==> config.mk <==
export PLATFORM = sky130hd
export DESIGN_NAME = mvm_stream_loader_flat
export DESIGN_NICKNAME = d
export VERILOG_FILES = /design/src/rtl/mvm_stream_loader_if.sv /design/src/rtl/mvm_stream_loader.sv /design/src/flat_wrapper.sv
export SDC_FILE = /design/constraint.sdc
export NUM_CORES = 1
export LEC_CHECK = 0
export CORE_AREA = 3 3 332 334
export DETAILED_ROUTE_END_ITERATION = 8
export DIE_AREA = 0 0 335 337
export GPL_TIMING_DRIVEN = 0
export MAX_ROUTING_LAYER = met4
export PLACE_DENSITY = 0.64
export SLEW_MARGIN = 20
export SYNTH_ARGS = -nofsm -noshare
export SYNTH_HDL_FRONTEND = slang
export SYNTH_SLANG_ARGS = --single-unit
==> constraint.sdc <==
create_clock -name clk -period 5.25 [get_ports clk]
set_input_delay 1.05 -clock clk [delete_from_list [all_inputs] [get_ports clk]]
set_output_delay 1.05 -clock clk [all_outputs]
set_load 0.01 [all_outputs]
==> src/rtl/mvm_stream_loader_if.sv <==
// ----------------------------------------------------------------------------
// mvm_stream_loader_if
//
// 32-bit word stream with a last marker, used for both the input (matrix then
// vector words) and output (result words) sides of mvm_stream_loader.
//
// Handshake: the producer raises valid with data/last and holds all three
// unchanged until it sees ready high at a rising clock edge; a word moves on
// exactly the edges where valid && ready. ready may depend on state only and
// is never a function of valid.
//
// Signals
//   data   32  word payload
//   valid  1   producer has a word
//   last   1   word is the final one of its group
//   ready  1   consumer accepts the word
//
// Modports
//   master  producer side (drives data/valid/last, samples ready)
//   slave   consumer side (samples data/valid/last, drives ready)
// ----------------------------------------------------------------------------
interface mvm_stream_loader_if;
    logic [31:0] data;
    logic        valid;
    logic        last;
    logic        ready;

    modport master (
        output data,
        output valid,
        output last,
        input  ready
    );

    modport slave (
        input  data,
        input  valid,
        input  last,
        output ready
    );
endinterface

==> src/rtl/mvm_stream_loader.sv <==
// ----------------------------------------------------------------------------
// mvm_stream_loader
//
// Streaming wrapper around matrix_vector_multiplier. Collects a row-major
// R x C matrix followed by a C-element vector from the input stream, presents
// them as parallel arrays, pulses mvm_start, captures the R result words when
// mvm_done arrives and streams them out on the output stream. Payload words
// (IEEE-754 single) are passed through untouched.
//
// Ports
//   clk, rst_n     clock (rising edge), asynchronous active-low reset
//   s              input stream (slave): matrix words 0..R*C-1, then vector
//                  words; last expected on word R*C+C-1
//   m              output stream (master): R result words, last on word R-1
//   mvm_matrix     [0:R*C-1] matrix to multiplier
//   mvm_vector     [0:C-1] vector to multiplier
//   mvm_start      one-cycle start pulse to multiplier
//   mvm_result     [0:R-1] results from multiplier
//   mvm_done       multiplier done strobe (only honoured while waiting)
//   busy           high whenever a new load cannot be accepted
//   err_early      sticky: last seen before the final word
//   err_nolast     sticky: final word arrived without last
//   err_timeout    sticky: mvm_done not seen within TIMEOUT_CYCLES
//   dbg_state      current FSM state (LOAD=0, START=1, WAIT=2, DRAIN=3)
// ----------------------------------------------------------------------------
module mvm_stream_loader #(
    parameter int MATRIX_ROWS    = 4,
    parameter int MATRIX_COLS    = 4,
    parameter int TIMEOUT_CYCLES = 64
) (
    input  logic                 clk,
    input  logic                 rst_n,

    mvm_stream_loader_if.slave   s,
    mvm_stream_loader_if.master  m,

    output logic [31:0]          mvm_matrix [0:MATRIX_ROWS*MATRIX_COLS-1],
    output logic [31:0]          mvm_vector [0:MATRIX_COLS-1],
    output logic                 mvm_start,
    input  logic [31:0]          mvm_result [0:MATRIX_ROWS-1],
    input  logic                 mvm_done,

    output logic                 busy,
    output logic                 err_early,
    output logic                 err_nolast,
    output logic                 err_timeout,
    output logic [1:0]           dbg_state
);

    localparam int R        = MATRIX_ROWS;
    localparam int C        = MATRIX_COLS;
    localparam int RC       = R * C;
    localparam int N_WORDS  = RC + C;
    localparam int LAST_IDX = N_WORDS - 1;
    localparam int CW       = (N_WORDS > 1) ? $clog2(N_WORDS) : 1;
    localparam int TW       = (TIMEOUT_CYCLES > 1) ? $clog2(TIMEOUT_CYCLES) : 1;
    localparam int IW       = (R > 1) ? $clog2(R) : 1;

    typedef enum logic [1:0] {
        ST_LOAD  = 2'd0,
        ST_START = 2'd1,
        ST_WAIT  = 2'd2,
        ST_DRAIN = 2'd3
    } state_t;

    state_t          state_q;
    state_t          state_d;

    logic [CW-1:0]   word_cnt;
    logic [TW-1:0]   wait_cnt;
    logic [IW-1:0]   idx;
    logic [31:0]     result_buf [0:R-1];

    logic            s_fire;
    logic            m_fire;
    logic            final_word;
    logic            wait_expired;
    logic            drain_last;

    // Handshake qualifiers come straight from the state register so that
    // ready never depends on valid.
    assign s_fire       = s.valid && (state_q == ST_LOAD);
    assign m_fire       = m.ready && (state_q == ST_DRAIN);
    assign final_word   = (word_cnt == CW'(LAST_IDX));
    // A done on the last WAIT cycle takes priority over the timeout.
    assign wait_expired = (state_q == ST_WAIT) && !mvm_done &&
                          (wait_cnt == TW'(TIMEOUT_CYCLES - 1));
    assign drain_last   = (idx == IW'(R - 1));
    assign dbg_state    = state_q;

    // ------------------------------------------------------------------
    // FSM: state register
    // ------------------------------------------------------------------
    always_ff @(posedge clk or negedge rst_n) begin
        if (!rst_n) begin
            state_q <= ST_LOAD;
        end else begin
            state_q <= state_d;
        end
    end

    // ------------------------------------------------------------------
    // FSM: next state
    // ------------------------------------------------------------------
    always_comb begin
        state_d = state_q;
        case (state_q)
            ST_LOAD: begin
                // The final word always launches, even without last.
                if (s_fire && final_word) begin
                    state_d = ST_START;
                end
            end
            ST_START: begin
                state_d = ST_WAIT;
            end
            ST_WAIT: begin
                if (mvm_done) begin
                    state_d = ST_DRAIN;
                end else if (wait_expired) begin
                    state_d = ST_LOAD;
                end
            end
            ST_DRAIN: begin
                if (m_fire && drain_last) begin
                    state_d = ST_LOAD;
                end
            end
            default: begin
                state_d = ST_LOAD;
            end
        endcase
    end

    // ------------------------------------------------------------------
    // FSM: outputs
    // ------------------------------------------------------------------
    always_comb begin
        s.ready   = (state_q == ST_LOAD);
        mvm_start = (state_q == ST_START);
        busy      = (state_q != ST_LOAD);
        m.valid   = (state_q == ST_DRAIN);
        m.last    = (state_q == ST_DRAIN) && drain_last;
        m.data    = 32'd0;
        for (int i = 0; i < R; i++) begin
            if (idx == IW'(i)) begin
                m.data = result_buf[i];
            end
        end
    end

    // ------------------------------------------------------------------
    // Input word counter and load-framing errors
    // ------------------------------------------------------------------
    always_ff @(posedge clk or negedge rst_n) begin
        if (!rst_n) begin
            word_cnt   <= '0;
            err_early  <= 1'b0;
            err_nolast <= 1'b0;
        end else if (s_fire) begin
            if (final_word) begin
                word_cnt <= '0;
                if (!s.last) begin
                    err_nolast <= 1'b1;
                end
            end else if (s.last) begin
                // Abandon the partial load; stored words are simply
                // overwritten by the next load.
                word_cnt  <= '0;
                err_early <= 1'b1;
            end else begin
                word_cnt <= word_cnt + 1'b1;
            end
        end
    end

    // ------------------------------------------------------------------
    // Matrix / vector storage. Writes only happen in LOAD, so the arrays
    // stay stable from START until the operation finishes.
    // ------------------------------------------------------------------
    always_ff @(posedge clk or negedge rst_n) begin
        if (!rst_n) begin
            for (int i = 0; i < RC; i++) begin
                mvm_matrix[i] <= 32'd0;
            end
            for (int j = 0; j < C; j++) begin
                mvm_vector[j] <= 32'd0;
            end
        end else if (s_fire) begin
            for (int i = 0; i < RC; i++) begin
                if (word_cnt == CW'(i)) begin
                    mvm_matrix[i] <= s.data;
                end
            end
            for (int j = 0; j < C; j++) begin
                if (word_cnt == CW'(RC + j)) begin
                    mvm_vector[j] <= s.data;
                end
            end
        end
    end

    // ------------------------------------------------------------------
    // WAIT cycle counter and timeout flag. The counter is held at zero
    // outside WAIT so it starts from zero on every entry.
    // ------------------------------------------------------------------
    always_ff @(posedge clk or negedge rst_n) begin
        if (!rst_n) begin
            wait_cnt    <= '0;
            err_timeout <= 1'b0;
        end else begin
            if (state_q == ST_WAIT) begin
                wait_cnt <= wait_cnt + 1'b1;
            end else begin
                wait_cnt <= '0;
            end
            if (wait_expired) begin
                err_timeout <= 1'b1;
            end
        end
    end

    // ------------------------------------------------------------------
    // Result capture (done is ignored outside WAIT) and drain index.
    // ------------------------------------------------------------------
    always_ff @(posedge clk or negedge rst_n) begin
        if (!rst_n) begin
            for (int i = 0; i < R; i++) begin
                result_buf[i] <= 32'd0;
            end
        end else if ((state_q == ST_WAIT) && mvm_done) begin
            for (int i = 0; i < R; i++) begin
                result_buf[i] <= mvm_result[i];
            end
        end
    end

    always_ff @(posedge clk or negedge rst_n) begin
        if (!rst_n) begin
            idx <= '0;
        end else if (m_fire) begin
            if (drain_last) begin
                idx <= '0;
            end else begin
                idx <= idx + 1'b1;
            end
        end
    end

endmodule
==> src/flat_wrapper.sv <==
// flat-port wrapper written by rule: the top's interface ports become plain ports
module mvm_stream_loader_flat 
#(
    parameter int MATRIX_ROWS    = 4,
    parameter int MATRIX_COLS    = 4,
    parameter int TIMEOUT_CYCLES = 64
)
  (clk, rst_n, mvm_matrix, mvm_vector, mvm_start, mvm_result, mvm_done, busy, err_early, err_nolast, err_timeout, dbg_state, s_data, s_valid, s_last, s_ready, m_data, m_valid, m_last, m_ready);
  mvm_stream_loader_if s_i ();
  mvm_stream_loader_if m_i ();
  input  logic clk;
  input  logic rst_n;
  output logic [31:0] mvm_matrix[0:MATRIX_ROWS*MATRIX_COLS-1];
  output logic [31:0] mvm_vector[0:MATRIX_COLS-1];
  output logic mvm_start;
  input  logic [31:0] mvm_result[0:MATRIX_ROWS-1];
  input  logic mvm_done;
  output logic busy;
  output logic err_early;
  output logic err_nolast;
  output logic err_timeout;
  output logic [1:0] dbg_state;
  input wire logic [$bits(s_i.data)-1:0] s_data;
  input wire logic [$bits(s_i.valid)-1:0] s_valid;
  input wire logic [$bits(s_i.last)-1:0] s_last;
  output wire logic [$bits(s_i.ready)-1:0] s_ready;
  output wire logic [$bits(m_i.data)-1:0] m_data;
  output wire logic [$bits(m_i.valid)-1:0] m_valid;
  output wire logic [$bits(m_i.last)-1:0] m_last;
  input wire logic [$bits(m_i.ready)-1:0] m_ready;
  assign s_i.data = s_data;
  assign s_i.valid = s_valid;
  assign s_i.last = s_last;
  assign s_ready = s_i.ready;
  assign m_data = m_i.data;
  assign m_valid = m_i.valid;
  assign m_last = m_i.last;
  assign m_i.ready = m_ready;
  mvm_stream_loader #(.MATRIX_ROWS(MATRIX_ROWS), .MATRIX_COLS(MATRIX_COLS), .TIMEOUT_CYCLES(TIMEOUT_CYCLES)) u_core (.clk(clk), .rst_n(rst_n), .s(s_i), .m(m_i), .mvm_matrix(mvm_matrix), .mvm_vector(mvm_vector), .mvm_start(mvm_start), .mvm_result(mvm_result), .mvm_done(mvm_done), .busy(busy), .err_early(err_early), .err_nolast(err_nolast), .err_timeout(err_timeout), .dbg_state(dbg_state));
endmodule
== Word level (Yosys, flattened, before mapping) ==
Index checks and enable logic that the tools add are counted.
Word-level totals
  register bits: 786
  bits of input ports: 166
  word-level logic and storage cells: 114
Operators by class
  add/sub/neg operators: 3
  equal/unequal tests: 29
  multiplexer cells: 13
  bitwise logic cells: 2
  reduce and logical (&&, ||, !) cells: 36
Operators with widths (number)
  $mux 32: 4
  $eq 5x4->1 const B: 8
  $reduce_and 2->1: 20
  $eq 5x3->1 const B: 4
  $eq 5x5->1 const B: 4
  $eq 5x2->1 const B: 2
  $mux 2: 5
  $mux 5: 2
  $reduce_and 3->1: 3
  $eq 2x2->1 const B: 4
  $logic_and 1x1->1: 8
  $pmux 2 s4: 1
  $add 6x1->6 const B: 1
  $eq 6x6->1 const B: 1
  $mux 6: 1
  $add 5x1->5 const B: 1
  $eq 5x1->1 const B: 1
  $logic_not 5->1: 1
  $eq 2x1->1 const B: 2
  $logic_not 2->1: 2
  $ne 2x1->1 const B: 2
  $ne 3x2->1 const B: 1
  $add 2x1->2 const B: 1
  $not 1->1: 2
  2 further kinds: 2

== Depth between registers and ports, before layout ==
  depth in word-level cells: 6
  gate-level depth with buffers: 7
  depth with buffers taken out: 5

== Worst setup path before layout ==
OpenSTA, ideal clock, no wires.
  path type: register to output
  start: reg u_core.idx[0]
  end: out m_data[31]
  arrival time: 1.593 ns
  path slack: 2.607 ns
  cell stages (with the launch flop): 7
  path through: dfrtp_1 inv_1 ha_1 clkbuf_1 clkbuf_1 a221oi_1 o31ai_1
On the way
  word-level cells in the longest chain between the ends: 5
  elaborated cells between the ends (all ways): 8
Ends and longest elaborated chain
  start: declaration: line mvm_stream_loader.sv:71  | logic [IW-1:0] idx;
  start signal: assignment: line mvm_stream_loader.sv:245  | idx <= idx + 1'b1;
  $logic_not 2->1: line mvm_stream_loader.sv:146  | if (idx == IW'(i)) begin
  $mux 32 (3 in a row): line mvm_stream_loader.sv:146
  $mux 32 (*): line mvm_stream_loader.sv:146
  end: declaration: line flat_wrapper.sv:27  | output wire logic [$bits(m_i.data)-1:0] m_data;
Every way passes the cells marked *; elsewhere a longest branch is shown, timed or not.

== Worst setup path after layout ==
  start: reg u_core.idx[0]
  end: out m_data[16]
Same word-level chain as after synthesis.

==> flow_metrics.py <==
metrics = {
    "drt": {
        "routed_wl_mm": 115,
        "drtPass1Iterations": 5,
        "wl_met3_mm": 9.54,
        "ant_nets": 0,
        "drtIter0Drc": 844,
        "wl_per_cell_um": 26.2,
        "viasPerCell": 4.60,
        "top_layer": "met4",
        "via_count": 20300,
        "wl_met1_mm": 41.7,
        "wl_met2_mm": 60.1,
        "route.detailed.drc": 0,
    },
    "critical_path": {
        "cp-start-kind": "flop",
        "crit_fanout": 10,
        "criticalPathCategory": "flop to output pin",
        "timing.rr.start": "u_core.dbg_state[1]$_DFFE_PN0P_",
        "cpPeakStageDelay_ns": 0.61,
        "critPathArrivalTime_ns": 3.52,
        "cp-startpoint": "u_core.idx[0]$_DFFE_PN0N_",
        "slowest_stage": "clkdlybuf4s50_1",
        "r2r_slack_ns": 2.61,
        "worstPathCellList": "ha_1, clkbuf_1, clkbuf_1, clkbuf_1, a22o_1, clkdlybuf4s50_1",
        "end_kind": "output pin",
        "worstPathRequired_ns": 4.20,
        "crit_path_frequent_cell": "clkbuf_1",
    },
    "clock_tree": {
        "cts_made_buffers": 88,
        "cts_setup_buffers": 0,
        "clkTransAtPathRegs_ns": 0.06,
        "clock_path_buffers": 3,
        "clock-root-buffer": "clkbuf_16",
        "cts_tree": "done",
        "clock-sinks": 786,
        "clkLatencyLatePin_ns": 0.69,
        "cts_hold_buf": 0,
        "cts_resized": 0,
        "htreeDepth": 3,
    },
    "timing": {
        "hold_violations": 0,
        "fin_tns_setup_ns": 0,
        "tightest_slew_ns": 1.09,
        "fin_crit_sh": 0.871,
        "fmax_ghz": 0.219,
        "fin_skew_ns": 0.0447,
        "max-slew-margin-rel": 0.276,
        "rsz0062_at_grt": "no",
        "finalMaxSlewViolations": 0,
        "period_needed_ns": 4.57,
        "setup_viol": 0,
    },
    "power_and_ir_drop": {
        "power.density_nw_per_um2": 501,
        "ir_drop_mv": 0.335,
        "power_leakage_nw": 20.4,
        "finalPower_w": 0.0221,
    },
    "hold_path": {
        "worst_hold_path_type": "primary input to asynchronous set/reset pin",
    },
    "yosys": {
        "yosysSeqAreaShare": 0.637,
        "synth_xor_area_frac": 0.000851,
        "syn-cell-area_sq_um": 30900,
        "synthSimpleGateAreaFrac": 0.0188,
        "ys_ff_latch": 786,
        "async_flop_share": 1.00,
        "post-synth-top-area-fraction": 0.637,
        "ys.warnings.count": 0,
        "syn_nets": 2190,
        "synth.distinct_cells": 42,
        "yosys.area.top_type": "dfrtp_1",
        "synth_top_family_by_area": "multiplexers",
        "synth_edf_count": 0,
        "synthMuxAreaShare": 0.281,
        "netlist_instances": 2014,
        "synthAdderAreaFrac": 0.00405,
        "ys_top_cells_by_area": "dfrtp_1 64%, mux2_2 28%, clkbuf_1 1.1%",
        "synth_compound_area_frac": 0.0273,
        "postSynthAreaPerCell_sq_um": 15.3,
        "synth_ff_type": "dfrtp_1",
    },
    "die": {
        "die_x_um": 335,
        "ioPinCount": 848,
        "start_util": 0.288,
        "die_y_um": 337,
        "rows": 120,
        "die_area_sq_um": 113000,
        "coreArea_sq_um": 107000,
    },
    "run_status": {
        "status": "completed",
    },
    "cells_and_area": {
        "multi_input_area_sq_um": 10200,
        "layout-drive-gt1-share": 0.332,
        "area_delta_synth_final_pct": 42.7,
        "nFillCells": 10100,
        "layout.nets": 3103,
        "final-seq-area_sq_um": 19700,
    },
    "global_routing": {
        "grt_max_degree": 129,
        "grt_antenna_before_repair": 20,
        "grt_pass1_vias": 21300,
        "grt_pass1_wl_mm": 161,
        "grt_usage": 0.206,
        "overflow": 0,
    },
    "flow_run": {
        "cap_violations": 0,
    },
    "placed_design": {
        "gp_congestion": 0.842,
        "portBuffers": 815,
        "dpl.hpwl_mm": 88.9,
    },
}
-- worst max-delay path: cells and delay by family, from the launching register on --
family	cells	cell delay, ns
AOI/OAI and AO/OA	1	0.34
adders and majority gates	1	0.18
buffers and inverters	4	1.88
DFF	1	0.43
-- Yosys cell counts (all sizes together) (3+ instances only) --
library cell	instances
a22o	30
nor2	10
mux2	770
a21oi	61
nand4	3
nand2	44
nor2b	10
nand3	9
ha	10
clkbuf	92
buf	80
nor3b	4
dfrtp	786
o31ai	3
nand4b	8
o21ai	33
and2	3
inv	36
-- logic make-up (layout without fill, tap and decap cells) --
logic type,Yosys count,in the layout
compound gates,138,138
xor+xnor,3,3
fa+ha+maj,10,10
buf+inv,208,1189
flops,786,786
mux,770,770
other cells,0,14
simple gates,99,99
-- sequential cells by signal, indices dropped and copies added (netlist names) --
signal              count
u_core.mvm_vector     128
u_core.err_timeout      1
u_core.mvm_matrix     512
u_core.idx              2
u_core.dbg_state        2
u_core.wait_cnt         6
u_core.err_early        1
u_core.word_cnt         5
u_core.err_nolast       1
u_core.result_buf     128
-- metal layers --
metal,vias up,GRT usage
met3,188,0.0690
met4,0,0.0687
li1,8922,-
met2,716,0.365
met5,-,-
met1,10500,0.214
-- area by class of cell --
cell class / instances / share of cell area
inverters: 36 / 0.00307
diodes: 14 / 0.000795
clock buffers: 127 / 0.0565
plain buffers: 172 / 0.0185
repair buffers: 823 / 0.190
flip-flops and latches: 786 / 0.447
multi-input cells: 1020 / 0.233
clock inverters: 31 / 0.0120
well taps: 1403 / 0.0399
-- worst paths after layout --
check / cells after the start / end
setup / recovery: 6 / m_data[16]
hold / removal: 1 / u_core.result_buf[8]$_DFFE_PN0P_
setup reg to reg: 6 / u_core.mvm_vector[87]$_DFFE_PN0P_
hold reg to reg: 1 / u_core.err_timeout$_DFFE_PN0P_
max in group asynchronous: 4 / u_core.mvm_matrix[358]$_DFFE_PN0P_
min in group clk: 1 / u_core.err_timeout$_DFFE_PN0P_
-- layout by cell type, fill, tap and decap left out, types with 5 or more instances in the layout --
| cell | n |
|---|---|
| clkdlybuf4s50_1 | 814 |
| dfrtp_1 | 786 |
| mux2_2 | 760 |
| clkbuf_1 | 115 |
| clkbuf_16 | 88 |
| buf_2 | 66 |
| a21oi_1 | 61 |
| nand2_1 | 44 |
| inv_1 | 36 |
| o21ai_0 | 33 |
| a22o_1 | 30 |
| diode_2 | 14 |
| clkbuf_8 | 14 |
| buf_6 | 11 |
| nor2_1 | 10 |
| mux2_1 | 10 |
| nor2b_1 | 10 |
| ha_1 | 10 |
| clkinv_2 | 10 |
| nand3_1 | 9 |
| bufinv_16 | 8 |
| buf_16 | 7 |
| nand4b_2 | 6 |
| clkinv_16 | 5 |
-- per-stage QoR --
stage	utilization	instances	worst slack (ns)	hold WS, ns	instance area (sq um)
6_report	0.411	4412	0.676	0.284	44000
3_3_place_gp	0.380	4232	-33.86	0.441	40800
4_1_cts	0.411	4398	0.581	0.247	44000
3_5_place_dp	0.382	4240	1.36	0.447	41000
2_1_floorplan	-	2014	2.61	0.433	30900
5_1_grt	0.411	4409	0.495	0.280	44000
-- where the power goes --
group,switching [W],internal (W)
clock network,0.00264,0.00373
registers,0.000831,0.00757
logic,0.00337,0.00391
No activity file was read; power rests on OpenSTA's default activity.
